**src/rtl/iobus16_ctrl_pkg.sv**
```systemverilog
`default_nettype none
// ============================================================================
// Module  : iobus16_ctrl_pkg
// Brief   : Shared types and constants for the 16-bit tristate bus sequencer.
//           Related build macro: IOBUS16_CTRL_RR_EN (see iobus16_arb).
// Revision: 1.0 - initial release
// ============================================================================
package iobus16_ctrl_pkg;

  localparam int BUS_W = 16;

  typedef enum logic [2:0] {
    ST_IDLE     = 3'd0,
    ST_WR_DRIVE = 3'd1,
    ST_WR_HOLD  = 3'd2,
    ST_RD_WAIT  = 3'd3,
    ST_RD_CAP   = 3'd4,
    ST_TURN     = 3'd5
  } iobus_state_t;

  typedef enum logic {
    GRANT_WR = 1'b0,
    GRANT_RD = 1'b1
  } grant_t;

  // Largest of three timing parameters; sizes the shared cycle counter.
  function automatic int max3(input int a, input int b, input int c);
    int m;
    m = a;
    if (b > m) m = b;
    if (c > m) m = c;
    return m;
  endfunction

endpackage
`default_nettype wire

```
**src/rtl/iobus16_ctrl_if.sv**
```systemverilog
`default_nettype none
// ============================================================================
// Module  : iobus16_ctrl_if
// Brief   : Requester, external strobe and IOBUF-bank signals of the
//           16-bit bus sequencer. slave = sequencer view, master = the
//           requesters plus the pin-side model.
// Revision: 1.0 - initial release
// ============================================================================
interface iobus16_ctrl_if #(
  parameter int ADDR_W = 18
);
  import iobus16_ctrl_pkg::*;

  // requester side
  logic              wr_req;
  logic [ADDR_W-1:0] wr_addr;
  logic [BUS_W-1:0]  wr_data;
  logic              wr_ack;
  logic              rd_req;
  logic [ADDR_W-1:0] rd_addr;
  logic              rd_ack;
  logic [BUS_W-1:0]  rd_data;
  logic              rd_valid;
  logic              busy;
  // external bus / IOBUF side
  logic [ADDR_W-1:0] bus_addr;
  logic              bus_cs_n;
  logic              bus_we_n;
  logic              bus_oe_n;
  logic [BUS_W-1:0]  io_o;
  logic              io_t;
  logic [BUS_W-1:0]  io_i;

  modport slave (
    input  wr_req, wr_addr, wr_data, rd_req, rd_addr, io_i,
    output wr_ack, rd_ack, rd_data, rd_valid, busy,
           bus_addr, bus_cs_n, bus_we_n, bus_oe_n, io_o, io_t
  );

  modport master (
    output wr_req, wr_addr, wr_data, rd_req, rd_addr, io_i,
    input  wr_ack, rd_ack, rd_data, rd_valid, busy,
           bus_addr, bus_cs_n, bus_we_n, bus_oe_n, io_o, io_t
  );

endinterface
`default_nettype wire

```
**src/rtl/iobus16_arb.sv**
```systemverilog
`default_nettype none
// ============================================================================
// Module  : iobus16_arb
// Brief   : Two-way write/read arbiter.
//           IOBUS16_CTRL_RR_EN defined  : round-robin when both request.
//           IOBUS16_CTRL_RR_EN undefined: fixed priority, read wins.
// Revision: 1.0 - initial release
// ============================================================================
module iobus16_arb
  import iobus16_ctrl_pkg::*;
(
  input  logic   req_wr_i,
  input  logic   req_rd_i,
  input  grant_t last_grant_i,
  output grant_t grant_o
);

`ifdef IOBUS16_CTRL_RR_EN
  // Contention goes to the side that lost last time; a lone request always wins.
  always_comb begin
    grant_o = GRANT_WR;
    if (req_wr_i && req_rd_i) begin
      grant_o = (last_grant_i == GRANT_WR) ? GRANT_RD : GRANT_WR;
    end else if (req_rd_i) begin
      grant_o = GRANT_RD;
    end
  end
`else
  // History is irrelevant with fixed priority.
  logic unused_last_grant;
  assign unused_last_grant = last_grant_i;

  // Read has priority; with nothing pending the value is ignored by the caller.
  always_comb begin
    grant_o = GRANT_WR;
    if (req_rd_i) begin
      grant_o = GRANT_RD;
    end else if (req_wr_i) begin
      grant_o = GRANT_WR;
    end
  end
`endif

endmodule
`default_nettype wire

```
**src/rtl/iobus16_ctrl.sv**
```systemverilog
`default_nettype none
// ============================================================================
// Module  : iobus16_ctrl
// Brief   : Sequencer for a 16-bit half-duplex tristate bus driven through a
//           bank of IOBUF primitives. Arbitrates one writer and one reader,
//           generates cs/we/oe timing and enforces a bus turnaround after
//           every read. Arbitration mode selected by IOBUS16_CTRL_RR_EN.
// Revision: 1.0 - initial release
// ============================================================================
module iobus16_ctrl
  import iobus16_ctrl_pkg::*;
#(
  parameter int ADDR_W      = 18,
  parameter int WR_CYCLES   = 2,
  parameter int RD_LATENCY  = 2,
  parameter int TURN_CYCLES = 1
) (
  input  logic           clk,
  input  logic           rst_n,
  iobus16_ctrl_if.slave  bus
);

  localparam int CNT_W = $clog2(max3(WR_CYCLES, RD_LATENCY, TURN_CYCLES) + 1);
  localparam logic [CNT_W-1:0] WR_LOAD   = CNT_W'(WR_CYCLES - 1);
  localparam logic [CNT_W-1:0] RD_LOAD   = CNT_W'(RD_LATENCY - 1);
  localparam logic [CNT_W-1:0] TURN_LOAD = CNT_W'(TURN_CYCLES - 1);
  localparam logic [CNT_W-1:0] CNT_ONE   = CNT_W'(1);

  iobus_state_t      state_q, state_d;
  logic [CNT_W-1:0]  cnt_q, cnt_d;
  grant_t            last_grant_q, last_grant_d;
  grant_t            grant;

  logic [ADDR_W-1:0] bus_addr_q, bus_addr_d;
  logic [BUS_W-1:0]  io_o_q, io_o_d;
  logic [BUS_W-1:0]  rd_data_q, rd_data_d;
  logic              cs_n_q, cs_n_d;
  logic              we_n_q, we_n_d;
  logic              oe_n_q, oe_n_d;
  logic              io_t_q, io_t_d;
  logic              wr_ack_q, wr_ack_d;
  logic              rd_ack_q, rd_ack_d;
  logic              rd_valid_q, rd_valid_d;
  logic              busy_q, busy_d;

  iobus16_arb u_arb (
    .req_wr_i     (bus.wr_req),
    .req_rd_i     (bus.rd_req),
    .last_grant_i (last_grant_q),
    .grant_o      (grant)
  );

  // Next-state logic; every state that waits reloads the counter on entry.
  always_comb begin
    state_d      = state_q;
    cnt_d        = cnt_q;
    last_grant_d = last_grant_q;
    unique case (state_q)
      ST_IDLE: begin
        if (bus.wr_req || bus.rd_req) begin
          last_grant_d = grant;
          if (grant == GRANT_RD) begin
            state_d = ST_RD_WAIT;
            cnt_d   = RD_LOAD;
          end else begin
            state_d = ST_WR_DRIVE;
            cnt_d   = WR_LOAD;
          end
        end
      end
      ST_WR_DRIVE: begin
        if (cnt_q == '0) begin
          state_d = ST_WR_HOLD;
          cnt_d   = '0;
        end else begin
          cnt_d = cnt_q - CNT_ONE;
        end
      end
      ST_WR_HOLD: begin
        state_d = ST_IDLE;
      end
      ST_RD_WAIT: begin
        if (cnt_q == '0) begin
          state_d = ST_RD_CAP;
          cnt_d   = '0;
        end else begin
          cnt_d = cnt_q - CNT_ONE;
        end
      end
      ST_RD_CAP: begin
        state_d = ST_TURN;
        cnt_d   = TURN_LOAD;
      end
      ST_TURN: begin
        if (cnt_q == '0) begin
          state_d = ST_IDLE;
        end else begin
          cnt_d = cnt_q - CNT_ONE;
        end
      end
      default: begin
        state_d = ST_IDLE;
        cnt_d   = '0;
      end
    endcase
  end

  // Output values decoded from the upcoming state so every pin is a flop.
  // io_t can only be low in write states and oe_n only in read states, and
  // IDLE always separates TURN from the next write, so the FPGA never
  // drives while the device may still be driving.
  always_comb begin
    bus_addr_d = bus_addr_q;
    io_o_d     = io_o_q;
    rd_data_d  = rd_data_q;
    wr_ack_d   = 1'b0;
    rd_ack_d   = 1'b0;
    rd_valid_d = 1'b0;
    if (state_q == ST_IDLE && state_d == ST_WR_DRIVE) begin
      wr_ack_d   = 1'b1;
      bus_addr_d = bus.wr_addr;
      io_o_d     = bus.wr_data;
    end
    if (state_q == ST_IDLE && state_d == ST_RD_WAIT) begin
      rd_ack_d   = 1'b1;
      bus_addr_d = bus.rd_addr;
    end
    if (state_q == ST_RD_CAP) begin
      rd_data_d  = bus.io_i;
      rd_valid_d = 1'b1;
    end
    cs_n_d = !(state_d inside {ST_WR_DRIVE, ST_WR_HOLD, ST_RD_WAIT, ST_RD_CAP});
    we_n_d = (state_d != ST_WR_DRIVE);
    oe_n_d = !(state_d inside {ST_RD_WAIT, ST_RD_CAP});
    io_t_d = !(state_d inside {ST_WR_DRIVE, ST_WR_HOLD});
    busy_d = (state_d != ST_IDLE);
  end

  // State, counter and output registers; reset releases the bus immediately.
  always_ff @(posedge clk or negedge rst_n) begin
    if (!rst_n) begin
      state_q      <= ST_IDLE;
      cnt_q        <= '0;
      last_grant_q <= GRANT_WR;
      bus_addr_q   <= '0;
      io_o_q       <= '0;
      rd_data_q    <= '0;
      cs_n_q       <= 1'b1;
      we_n_q       <= 1'b1;
      oe_n_q       <= 1'b1;
      io_t_q       <= 1'b1;
      wr_ack_q     <= 1'b0;
      rd_ack_q     <= 1'b0;
      rd_valid_q   <= 1'b0;
      busy_q       <= 1'b0;
    end else begin
      state_q      <= state_d;
      cnt_q        <= cnt_d;
      last_grant_q <= last_grant_d;
      bus_addr_q   <= bus_addr_d;
      io_o_q       <= io_o_d;
      rd_data_q    <= rd_data_d;
      cs_n_q       <= cs_n_d;
      we_n_q       <= we_n_d;
      oe_n_q       <= oe_n_d;
      io_t_q       <= io_t_d;
      wr_ack_q     <= wr_ack_d;
      rd_ack_q     <= rd_ack_d;
      rd_valid_q   <= rd_valid_d;
      busy_q       <= busy_d;
    end
  end

  assign bus.bus_addr = bus_addr_q;
  assign bus.io_o     = io_o_q;
  assign bus.rd_data  = rd_data_q;
  assign bus.bus_cs_n = cs_n_q;
  assign bus.bus_we_n = we_n_q;
  assign bus.bus_oe_n = oe_n_q;
  assign bus.io_t     = io_t_q;
  assign bus.wr_ack   = wr_ack_q;
  assign bus.rd_ack   = rd_ack_q;
  assign bus.rd_valid = rd_valid_q;
  assign bus.busy     = busy_q;

endmodule
`default_nettype wire

```
**src/flat_wrapper.sv**
```systemverilog
// flat-port wrapper written by rule: the top's interface ports become plain ports
module iobus16_ctrl_flat import iobus16_ctrl_pkg::*;
#(
  parameter int ADDR_W      = 18,
  parameter int WR_CYCLES   = 2,
  parameter int RD_LATENCY  = 2,
  parameter int TURN_CYCLES = 1
)
  (clk, rst_n, bus_wr_req, bus_wr_addr, bus_wr_data, bus_rd_req, bus_rd_addr, bus_io_i, bus_wr_ack, bus_rd_ack, bus_rd_data, bus_rd_valid, bus_busy, bus_bus_addr, bus_bus_cs_n, bus_bus_we_n, bus_bus_oe_n, bus_io_o, bus_io_t);
  iobus16_ctrl_if #(.ADDR_W(ADDR_W)) bus_i ();
  input  logic clk;
  input  logic rst_n;
  input wire logic [$bits(bus_i.wr_req)-1:0] bus_wr_req;
  input wire logic [$bits(bus_i.wr_addr)-1:0] bus_wr_addr;
  input wire logic [$bits(bus_i.wr_data)-1:0] bus_wr_data;
  input wire logic [$bits(bus_i.rd_req)-1:0] bus_rd_req;
  input wire logic [$bits(bus_i.rd_addr)-1:0] bus_rd_addr;
  input wire logic [$bits(bus_i.io_i)-1:0] bus_io_i;
  output wire logic [$bits(bus_i.wr_ack)-1:0] bus_wr_ack;
  output wire logic [$bits(bus_i.rd_ack)-1:0] bus_rd_ack;
  output wire logic [$bits(bus_i.rd_data)-1:0] bus_rd_data;
  output wire logic [$bits(bus_i.rd_valid)-1:0] bus_rd_valid;
  output wire logic [$bits(bus_i.busy)-1:0] bus_busy;
  output wire logic [$bits(bus_i.bus_addr)-1:0] bus_bus_addr;
  output wire logic [$bits(bus_i.bus_cs_n)-1:0] bus_bus_cs_n;
  output wire logic [$bits(bus_i.bus_we_n)-1:0] bus_bus_we_n;
  output wire logic [$bits(bus_i.bus_oe_n)-1:0] bus_bus_oe_n;
  output wire logic [$bits(bus_i.io_o)-1:0] bus_io_o;
  output wire logic [$bits(bus_i.io_t)-1:0] bus_io_t;
  assign bus_i.wr_req = bus_wr_req;
  assign bus_i.wr_addr = bus_wr_addr;
  assign bus_i.wr_data = bus_wr_data;
  assign bus_i.rd_req = bus_rd_req;
  assign bus_i.rd_addr = bus_rd_addr;
  assign bus_i.io_i = bus_io_i;
  assign bus_wr_ack = bus_i.wr_ack;
  assign bus_rd_ack = bus_i.rd_ack;
  assign bus_rd_data = bus_i.rd_data;
  assign bus_rd_valid = bus_i.rd_valid;
  assign bus_busy = bus_i.busy;
  assign bus_bus_addr = bus_i.bus_addr;
  assign bus_bus_cs_n = bus_i.bus_cs_n;
  assign bus_bus_we_n = bus_i.bus_we_n;
  assign bus_bus_oe_n = bus_i.bus_oe_n;
  assign bus_io_o = bus_i.io_o;
  assign bus_io_t = bus_i.io_t;
  iobus16_ctrl #(.ADDR_W(ADDR_W), .WR_CYCLES(WR_CYCLES), .RD_LATENCY(RD_LATENCY), .TURN_CYCLES(TURN_CYCLES)) u_core (.clk(clk), .rst_n(rst_n), .bus(bus_i));
endmodule
```
**config.mk**
```make
export PLATFORM = sky130hd
export DESIGN_NAME = iobus16_ctrl_flat
export DESIGN_NICKNAME = d
export VERILOG_FILES = /design/src/rtl/iobus16_ctrl_pkg.sv /design/src/rtl/iobus16_ctrl_if.sv /design/src/rtl/iobus16_arb.sv /design/src/rtl/iobus16_ctrl.sv /design/src/flat_wrapper.sv
export SDC_FILE = /design/constraint.sdc
export NUM_CORES = 1
export LEC_CHECK = 0
export BUFFER_PORTS_ARGS = -buffer_cell sky130_fd_sc_hd__buf_2
export CORE_UTILIZATION = 40
export CTS_CLUSTER_DIAMETER = 60
export CTS_CLUSTER_SIZE = 24
export DETAILED_ROUTE_END_ITERATION = 12
export PLACE_DENSITY = 0.7
export SYNTH_ARGS = -nofsm -noshare
export SYNTH_HDL_FRONTEND = slang
export SYNTH_HIERARCHICAL = 1
export SYNTH_SLANG_ARGS = --single-unit
```
**constraint.sdc**
```tcl
create_clock -name clk -period 2.6 [get_ports clk]
set_input_delay 0.13 -clock clk [delete_from_list [all_inputs] [get_ports clk]]
set_output_delay 0.13 -clock clk [all_outputs]
set_load 0.01 [all_outputs]
```
==> results of run 1 <==
[worst min path at each step]
stage                         start                      to  slack [ps]  cells past startpoint
detailed placement            rst_n  u_core/bus.rd_data[11]         340                      2
global placement              rst_n  u_core/bus.rd_data[11]         340                      2
floorplan                     rst_n  u_core/bus.bus_addr[0]        -170                      0
CTS                 bus_wr_data[14]     u_core/bus.io_o[14]           5                      2
global route            bus_io_i[2]   u_core/bus.rd_data[2]           4                      2
finish                  bus_io_i[2]   u_core/bus.rd_data[2]          20                      2
[report_power, final]
part	switching (mW)	internal (mW)
Sequential	0.292	1.48
Combinational	1.04	0.928
Clock	0.369	0.463
Total	1.70	2.87
[sequential cells by signal, indices dropped and copies added, names as in the netlist, 2 cells and up]
name,flops
u_core/cnt_q,2
u_core/bus.bus_addr,18
u_core/bus.rd_data,16
u_core/bus.io_o,16
u_core/state_q,3
[worst register-to-register path: stages, from the launching register on]
cell and delay [ps]:
dfrtp_1 530, or2_1 470, nor3_4 170, buf_4 270
mux2_1 360
[metal layers]
layer	vias to the layer above	wire, um	GRT usage (%)
met2	124	2870	28.9
met5	-	0	0
li1	1165	-	-
met1	1105	2910	23.2
met3	6	512	5.14
met4	0	63	8.18
[final cells by class]
| cell class | count | area, um2 |
|---|---|---|
| clock buffer | 10 | 138 |
| clock inverter | 6 | 60.1 |
| fill | 624 | 3050 |
| inverter | 4 | 15.0 |
| multi-input combinational | 169 | 1180 |
| sequential | 63 | 1580 |
| tap | 96 | 120 |
| timing repair buffer | 138 | 718 |
[repair_timing]
action | CTS | global route
hold buffers | 2 | 0
gates resized for setup | 0 | 0
hold endpoints to repair | 60 | 0
==> flow_summary_export.csv, run 1 <==
group,metric,value,unit
status,status,"complete, no violations",
sta,timing.fmax,518,MHz
setup_path,critical_path.top_delay_family,"simple AND/OR/NAND/NOR gates",
setup_path,crit_path_start_kind,"flop",
drt,route.detailed.vias_per_inst,4.94,
clock_tree,clock_tree.root_cell,"clkbuf_8",
floorplan,floorplan.initialDensity,41.7,%
synth,post_synth.cell_area_avg,11.3,um2
placement,io_buffer_count,129,
sta,worst_pin_slew,763,ps
drt,ant_nets,0,
sta,timing.final.crit_period,1930,ps
setup_path,reg2reg_to,"u_core/bus.io_o[7]",
clock_tree,ctsHtreeMaxLevel,3,
placement,detailed_place.area,0.00360,mm2
pwr,power.density_cell_area,1200,mW/mm2
synth,synth_warnings,6,
clock_tree,post_cts_buffers,0,
setup_path,critical_path_buf_inv_count,1,
drt,routed_wire_length_per_instance,13.1,um
flow_run,timing.max_cap.violations,0,
placement,routabilityCongestion,0.771,
final_layout,area_growth,33.1,%
sta,grt_setup_unrepaired,"false",
clock_tree,worst_setup_hold_path_clk_slew,70,ps
setup_path,worst-path-stages,4,
sta,setup_total_negative_slack,0,ps
setup_path,worst-endpoint-required,2800,ps
final_layout,layout.cells.most_common,"buf_2",
drt,wl,6360,um
sta,final_hold_viol_count,0,
global_route,grt_antenna_before_repair,0,
global_route,grt_overflow,0,
global_route,first_global_vias,2312,
clock_tree,numCtsBuffers,9,
floorplan,design.portCount,130,
placement,placed_cells,468,
setup_path,timing.critical_path.fanout_max,17,
clock_tree,cts.path.max_buffers,2,
final_layout,postLayoutCellArea,0.00381,mm2
drt,drt_first_pass_iters,5,
sta,max_slew_margin,49.2,%
clock_tree,tritoncts,"done",
final_layout,instances_no_fill,486,
clock_tree,insertion_delay_of_the_later_clocked_pin_in_the_worst_skew_pair,330,ps
setup_path,crit-reg2reg-launch,"u_core/state_q[2]",
floorplan,placeableCoreArea,0.00687,mm2
setup_path,crit_path_cell_trace,"or2_1, nor3_4, buf_4, mux2_1",
setup_path,critical-path-max-stage-delay,530,ps
setup_path,r2r_setup_slack,670,ps
floorplan,site_rows,30,
clock_tree,clock-sinks,63,
drt,remaining_drc_errors,0,
setup_path,arrival,2130,ps
sta,hold_ws,22.7,ps
setup_path,timing.setup.critical_path_class,"flop to flop",
drt,drt_first_iter_violations,83,
pwr,ir_worst_vdd,400,uV
worst_hold_path,min-delay-path-class,"primary input to flop",
synth,syn_nets,329,
final_layout,final_core_utilization,55.5,%
sta,setup_viol,0,
global_route,grt_util_all_layers,18.2,%
final_layout,drive_gt1_share,46.9,%
pwr,leakage,1.82,nW
sta,fin_crit_sh,74.2,%
global_route,maximum_number_of_pins_on_one_net_before_global_route_repair,64,
setup_path,critical_path_end_type,"flop",
final_layout,diodes,0,
final_layout,final_cell_mix,"129 x buf_2, 59 x dfrtp_1, 23 x mux2_2",
setup_path,crit_slowest_cell,"dfrtp_1",
setup_path,r2r_cells,4,
sta,worst_slack,671,ps
placement,preCtsSetupSlack,686,ps
sta,max_slew_violation_total_from_the_final_report,0,
drt,route.vias.total,2400,
global_route,grt_pass1_wl,10500,um
synth,post_synth_instance_area,0.00287,mm2
synth,synth_cells,254,
floorplan,die_area,0.00751,mm2
floorplan,die_w,86.6,um
placement,hpwl,4440,um
setup_path,crit_end,"u_core/bus.io_o[7]",
floorplan,floorplan.die.height,86.6,um
sta,finalClockSkew,10.2,ps
setup_path,worst_setup_path_startpoint,"u_core/state_q[2]",
final_layout,final_nets,460,
pwr,report.power.total,4.56,mW
Power figures use the tool's default switching activity.
==> run 2: changes to the inputs <==
==> constraint.sdc (replaced) <==
create_clock -name clk -period 1.99 [get_ports clk]
set_input_delay 0.0995 -clock clk [delete_from_list [all_inputs] [get_ports clk]]
set_output_delay 0.0995 -clock clk [all_outputs]
set_load 0.01 [all_outputs]
==> run 2 against run 1 <==
Sequential cell count did not move. Final area grew 8.7%. Total power rose by 32%. Via count rose by 4.8%. Final cell count up 7.4%. Clock-buffer cell count shrank 1. Clock power rose by 15%.
==> flow_summary_export.csv, run 2 (synthesized netlist as in run 1, its figures left out) <==
group,metric,value,unit
status,status,"complete, no violations",
placement,placed_cells,475,
drt,routed_wire_length_per_instance,13.4,um
clock_tree,worst_setup_hold_path_clk_slew,70,ps
clock_tree,cts.path.max_buffers,2,
sta,final_hold_viol_count,0,
clock_tree,numCtsBuffers,9,
clock_tree,tritoncts,"done",
final_layout,drive_gt1_share,44.6,%
pwr,combPwrFrac,46.9,%
sta,max_slew_violation_total_from_the_final_report,0,
pwr,switchingPower,2.30,mW
global_route,grt_pass1_wl,11500,um
worst_hold_path,min-delay-start,"bus_wr_data[9]",
sta,finalClockSkew,5.52,ps
setup_path,reg2reg_to,"u_core/bus.bus_addr[7]",
drt,wl,6980,um
placement,routabilityCongestion,0.737,
sta,worst_slack,321,ps
global_route,maximum_number_of_pins_on_one_net_before_global_route_repair,57,
floorplan,floorplan.initialDensity,41.7,%
clock_tree,cts_repair_resize_count,0,
sta,setup_viol,0,
placement,io_buffer_count,129,
setup_path,worst-endpoint-required,2210,ps
pwr,p_int,3.72,mW
global_route,grt_util_all_layers,20.0,%
clock_tree,ctsHtreeMaxLevel,3,
placement,hpwl,4610,um
floorplan,design.portCount,130,
final_layout,area_growth,44.7,%
sta,grt_setup_unrepaired,"false",
final_layout,instances_no_fill,522,
global_route,grt_antenna_before_repair,0,
floorplan,site_rows,30,
setup_path,arrival,1890,ps
floorplan,die_w,86.6,um
setup_path,crit_path_start_kind,"flop",
final_layout,number_of_flip_flops_in_the_largest_register,18,
sta,worst_pin_slew,340,ps
setup_path,crit-reg2reg-launch,"u_core/state_q[0]",
floorplan,placeableCoreArea,0.00687,mm2
setup_path,r2r_cells,4,
pwr,report.power.total,6.02,mW
drt,drt_first_pass_iters,4,
pwr,leakage,1.96,nW
clock_tree,insertion_delay_of_the_later_clocked_pin_in_the_worst_skew_pair,340,ps
global_route,first_global_vias,2416,
drt,route.detailed.vias_per_inst,4.82,
worst_hold_path,hold-path-cell-count,2,
sta,max_slew_margin,77.3,%
final_layout,final_nets,496,
setup_path,timing.setup.critical_path_class,"flop to flop",
final_layout,nFillCells,559,
sta,timing.fmax,599,MHz
pwr,switching_share,38.2,%
clock_tree,clock_tree.root_cell,"clkbuf_8",
setup_path,r2r_setup_slack,320,ps
pwr,power.density_cell_area,1450,mW/mm2
worst_hold_path,min-delay-path-class,"primary input to flop",
final_layout,layout.cells.most_common,"buf_2",
sta,fin_crit_sh,83.9,%
setup_path,timing.critical_path.fanout_max,13,
drt,drt_first_iter_violations,76,
clock_tree,clock-sinks,63,
setup_path,critical_path_end_type,"flop",
placement,preCtsSetupSlack,321,ps
global_route,grt_overflow,0,
pwr,power.clock.fraction,15.8,%
pwr,power.share.sequential,37.3,%
drt,route.vias.total,2516,
sta,timing.final.crit_period,1670,ps
worst_hold_path,worstHoldEndpoint,"u_core/bus.io_o[9]",
drt,ant_nets,0,
drt,remaining_drc_errors,0,
final_layout,diodes,0,
final_layout,final_cell_mix,"129 x buf_2, 59 x dfrtp_1, 31 x dlygate4sd3_1",
sta,setup_total_negative_slack,0,ps
flow_run,timing.max_cap.violations,0,
floorplan,floorplan.die.height,86.6,um
floorplan,die_area,0.00751,mm2
pwr,ir_worst_vdd,580,uV
run 2: routing by layer:
layer  GRT usage (%)  routed length (um)  vias to the layer above
met4            7.73                 130                        0
li1                -                   -                     1239
met3            6.19                 559                       16
met1            24.3                3030                     1151
met5               0                   0                        -
met2            33.3                3260                      110
run 2: layout make-up:
class	count	area, um2	share of cell area (%)
tap	96	120	2.90
sequential	63	1580	38.2
clock buffer	9	124	2.99
inverter	4	15.0	0.362
clock inverter	7	48.8	1.18
timing repair buffer	174	1070	25.9
multi-input combinational	169	1180	28.5
run 2: how the worst max path moves through the flow:
| stage | endpoint | start | slack [ps] |
|---|---|---|---|
| 2_1_floorplan | u_core/bus.bus_addr[16] | u_core/cnt_q[0] | 310 |
| 3_3_place_gp | u_core/bus.bus_addr[13] | u_core/state_q[0] | 420 |
| 3_5_place_dp | u_core/bus.bus_addr[7] | u_core/state_q[0] | 320 |
| 4_1_cts | u_core/bus.bus_addr[7] | u_core/state_q[0] | 320 |
| 5_1_grt | u_core/bus.bus_addr[10] | u_core/state_q[0] | 200 |
| 6_report | u_core/bus.bus_addr[7] | u_core/state_q[0] | 320 |
run 2: power by group through the flow:
| stage | Combinational, mW | Clock, mW | Sequential [mW] |
|---|---|---|---|
| after global placement | 2.70 | 0 | 2.24 |
| after CTS | 2.83 | 0.976 | 2.23 |
| final | 2.82 | 0.953 | 2.25 |
| after floorplan | 1.39 | 0 | 2.53 |
| after detailed placement | 2.79 | 0 | 2.25 |
| after global routing | 3.11 | 1.05 | 2.33 |
run 2: through the flow:
step                      utilization (%)  hold WS [ps]  cell area [um2]
after global routing                 60.3         0.696             4150
after global placement               53.3         -41.9             3660
after detailed placement             53.3         -38.7             3660
after floorplan                         -          -196             2870
after CTS                            60.3          3.50             4150
final                                60.3          11.9             4150
run 2: critical path: stages, from the launching register on:
cell and delay, ps:
dfrtp_1 390, buf_4 170, o21ba_2 400, nand2_1 290, a22o_1 310
run 2: timing repair:
action,4_1_cts,5_1_grt
buffers inserted,0,0
hold buffers,31,0
hold endpoints to repair,89,0
==> run 3: changes to the inputs <==
==> constraint.sdc (replaced) <==
create_clock -name clk -period 1.7 [get_ports clk]
set_input_delay 0.085 -clock clk [delete_from_list [all_inputs] [get_ports clk]]
set_output_delay 0.085 -clock clk [all_outputs]
set_load 0.01 [all_outputs]
==> run 3 against run 2 <==
Largest cell class unchanged. Critical path depth grew 2. Clock power grew 25%. Register-to-register slack lost 160 ps.
==> flow_summary_export.csv, run 3 (synthesized netlist as in run 1, its figures left out) <==
group,metric,value,unit
sta,finalClockSkew,7.33,ps
final_layout,area_growth,47.0,%
final_layout,diodes,0,
final_layout,layout.cells.most_common,"buf_2",
pwr,switchingPower,2.64,mW
drt,route.vias.total,2517,
clock_tree,cts_repair_resize_count,0,
pwr,report.power.total,7.16,mW
drt,drt_first_pass_iters,4,
floorplan,site_rows,30,
clock_tree,post_cts_buffers,0,
setup_path,timing.setup.critical_path_class,"flop to flop",
floorplan,floorplan.initialDensity,41.7,%
pwr,leakage,2.00,nW
drt,wl,7100,um
setup_path,critical_path.top_delay_family,"flip-flops",
sta,setup_total_negative_slack,0,ps
final_layout,multi_input_comb_area,0.00118,mm2
clock_tree,cts.path.max_buffers,2,
setup_path,crit_path_cell_trace,"inv_1, ha_1, xnor2_1, buf_4, o21ai_0, a22o_1",
floorplan,placeableCoreArea,0.00687,mm2
pwr,combPwrFrac,46.8,%
placement,placed_cells,476,
drt,route.detailed.vias_per_inst,4.79,
final_layout,final_cell_mix,"129 x buf_2, 59 x dfrtp_1, 34 x dlygate4sd3_1",
global_route,grt_pass1_wl,11700,um
global_route,first_global_vias,2507,
sta,max_slew_margin,76.5,%
clock_tree,worst_setup_hold_path_clk_slew,70,ps
drt,ant_nets,0,
clock_tree,clock-sinks,63,
sta,setup_viol,0,
final_layout,instances_no_fill,525,
placement,hpwl,4550,um
pwr,power.density_cell_area,1700,mW/mm2
sta,hold_ws,17.2,ps
pwr,power.clock.fraction,16.6,%
final_layout,ff_latch_area,0.00158,mm2
global_route,grt_antenna_before_repair,0,
setup_path,crit_path_start_kind,"flop",
sta,timing.fmax,648,MHz
flow_run,timing.max_cap.violations,0,
clock_tree,clock_tree.root_cell,"clkbuf_8",
status,status,"complete, no violations",
setup_path,worst-endpoint-required,1920,ps
drt,drt_first_iter_violations,85,
final_layout,nFillCells,586,
placement,routabilityCongestion,0.780,
setup_path,timing.critical_path.fanout_max,18,
global_route,maximum_number_of_pins_on_one_net_before_global_route_repair,64,
sta,timing.final.crit_period,1540,ps
clock_tree,tritoncts,"done",
pwr,switching_share,36.8,%
sta,fin_crit_sh,90.7,%
clock_tree,numCtsBuffers,9,
sta,final_hold_viol_count,0,
setup_path,critical_path_end_type,"flop",
setup_path,arrival,1770,ps
sta,grt_setup_unrepaired,"false",
drt,remaining_drc_errors,0,
pwr,power.share.sequential,36.6,%
floorplan,die_w,86.6,um
final_layout,drive_gt1_share,44.1,%
final_layout,number_of_flip_flops_in_the_largest_register,18,
sta,worst_pin_slew,351,ps
global_route,grt_overflow,0,
sta,max_slew_violation_total_from_the_final_report,0,
pwr,ir_worst_vdd,629,uV
clock_tree,insertion_delay_of_the_later_clocked_pin_in_the_worst_skew_pair,330,ps
setup_path,critical_path_buf_inv_count,2,
setup_path,critical-path-max-stage-delay,400,ps
floorplan,floorplan.die.height,86.6,um
clock_tree,ctsHtreeMaxLevel,3,
setup_path,crit_slowest_cell,"dfrtp_1",
final_layout,final_nets,500,
floorplan,design.portCount,130,
global_route,grt_util_all_layers,20.2,%
pwr,p_int,4.52,mW
worst_hold_path,min-delay-path-class,"primary input to flop",
placement,io_buffer_count,129,
drt,routed_wire_length_per_instance,13.5,um
floorplan,die_area,0.00751,mm2
[run 3: cell types whose count changed in the layout (fill, tap and decap cells not counted), sizes merged]
cell / delta
clkinvlp: -4
dlygate4sd3: +3
clkinv: +2
buf: +1
bufinv: +1
clkbuf: +1
inv: -1
[run 3: cell type report]
type	count	area share [%]
multi-input combinational	169	28.1
inverter	4	0.356
clock inverter	5	1.19
timing repair buffer	178	27.0
tap	96	2.85
sequential	63	37.5
clock buffer	10	3.03
[run 3: power by group through the flow]
stage               registers, mW  logic, mW  clock network, mW
floorplan                    2.96       1.63                  0
global placement             2.61       3.21                  0
detailed placement           2.62       3.30                  0
CTS                          2.61       3.35               1.23
global route                 2.72       3.70               1.32
finish                       2.62       3.35               1.19
[run 3: worst reg2reg max path: stages (launching register included)]
cell and delay (ps):
dfrtp_1 400, inv_1 90, ha_1 280, xnor2_1 150, buf_4 220, o21ai_0 120, a22o_1 180
[run 3: final timing paths]
kind	startpoint	end	slack [ps]	depth (start not counted)
hold reg to reg	u_core/bus.io_o[13]	u_core/bus.io_o[13]	480	1
setup / recovery	u_core/cnt_q[0]	u_core/bus.bus_addr[13]	160	6
min in group asynchronous	rst_n	u_core/bus.rd_data[7]	300	3
setup reg to reg	u_core/cnt_q[0]	u_core/bus.bus_addr[13]	160	6
max in group asynchronous	rst_n	u_core/bus.bus_oe_n	1090	3
hold / removal	bus_rd_addr[15]	u_core/bus.bus_addr[15]	20	3
[run 3: through the flow]
stage	utilization (%)	cell area, um2	setup slack (ps)
6_report	61.3	4210	157
4_1_cts	61.3	4210	166
5_1_grt	61.3	4210	72.0
3_5_place_dp	53.8	3690	171
2_1_floorplan	-	2870	22.0
3_3_place_gp	53.8	3690	234
[run 3: repair_timing]
item	4_1_cts	5_1_grt
hold buffers	34	0
hold endpoints to repair	92	0
setup endpoints to repair	0	0
[run 3: layer usage]
metal	track usage, %	vias to the layer above	routed length, um
met2	34.6	107	3370
met3	6.48	11	542
li1	-	1240	-
met1	23.8	1159	3100
met4	7.27	0	82
met5	0	-	0
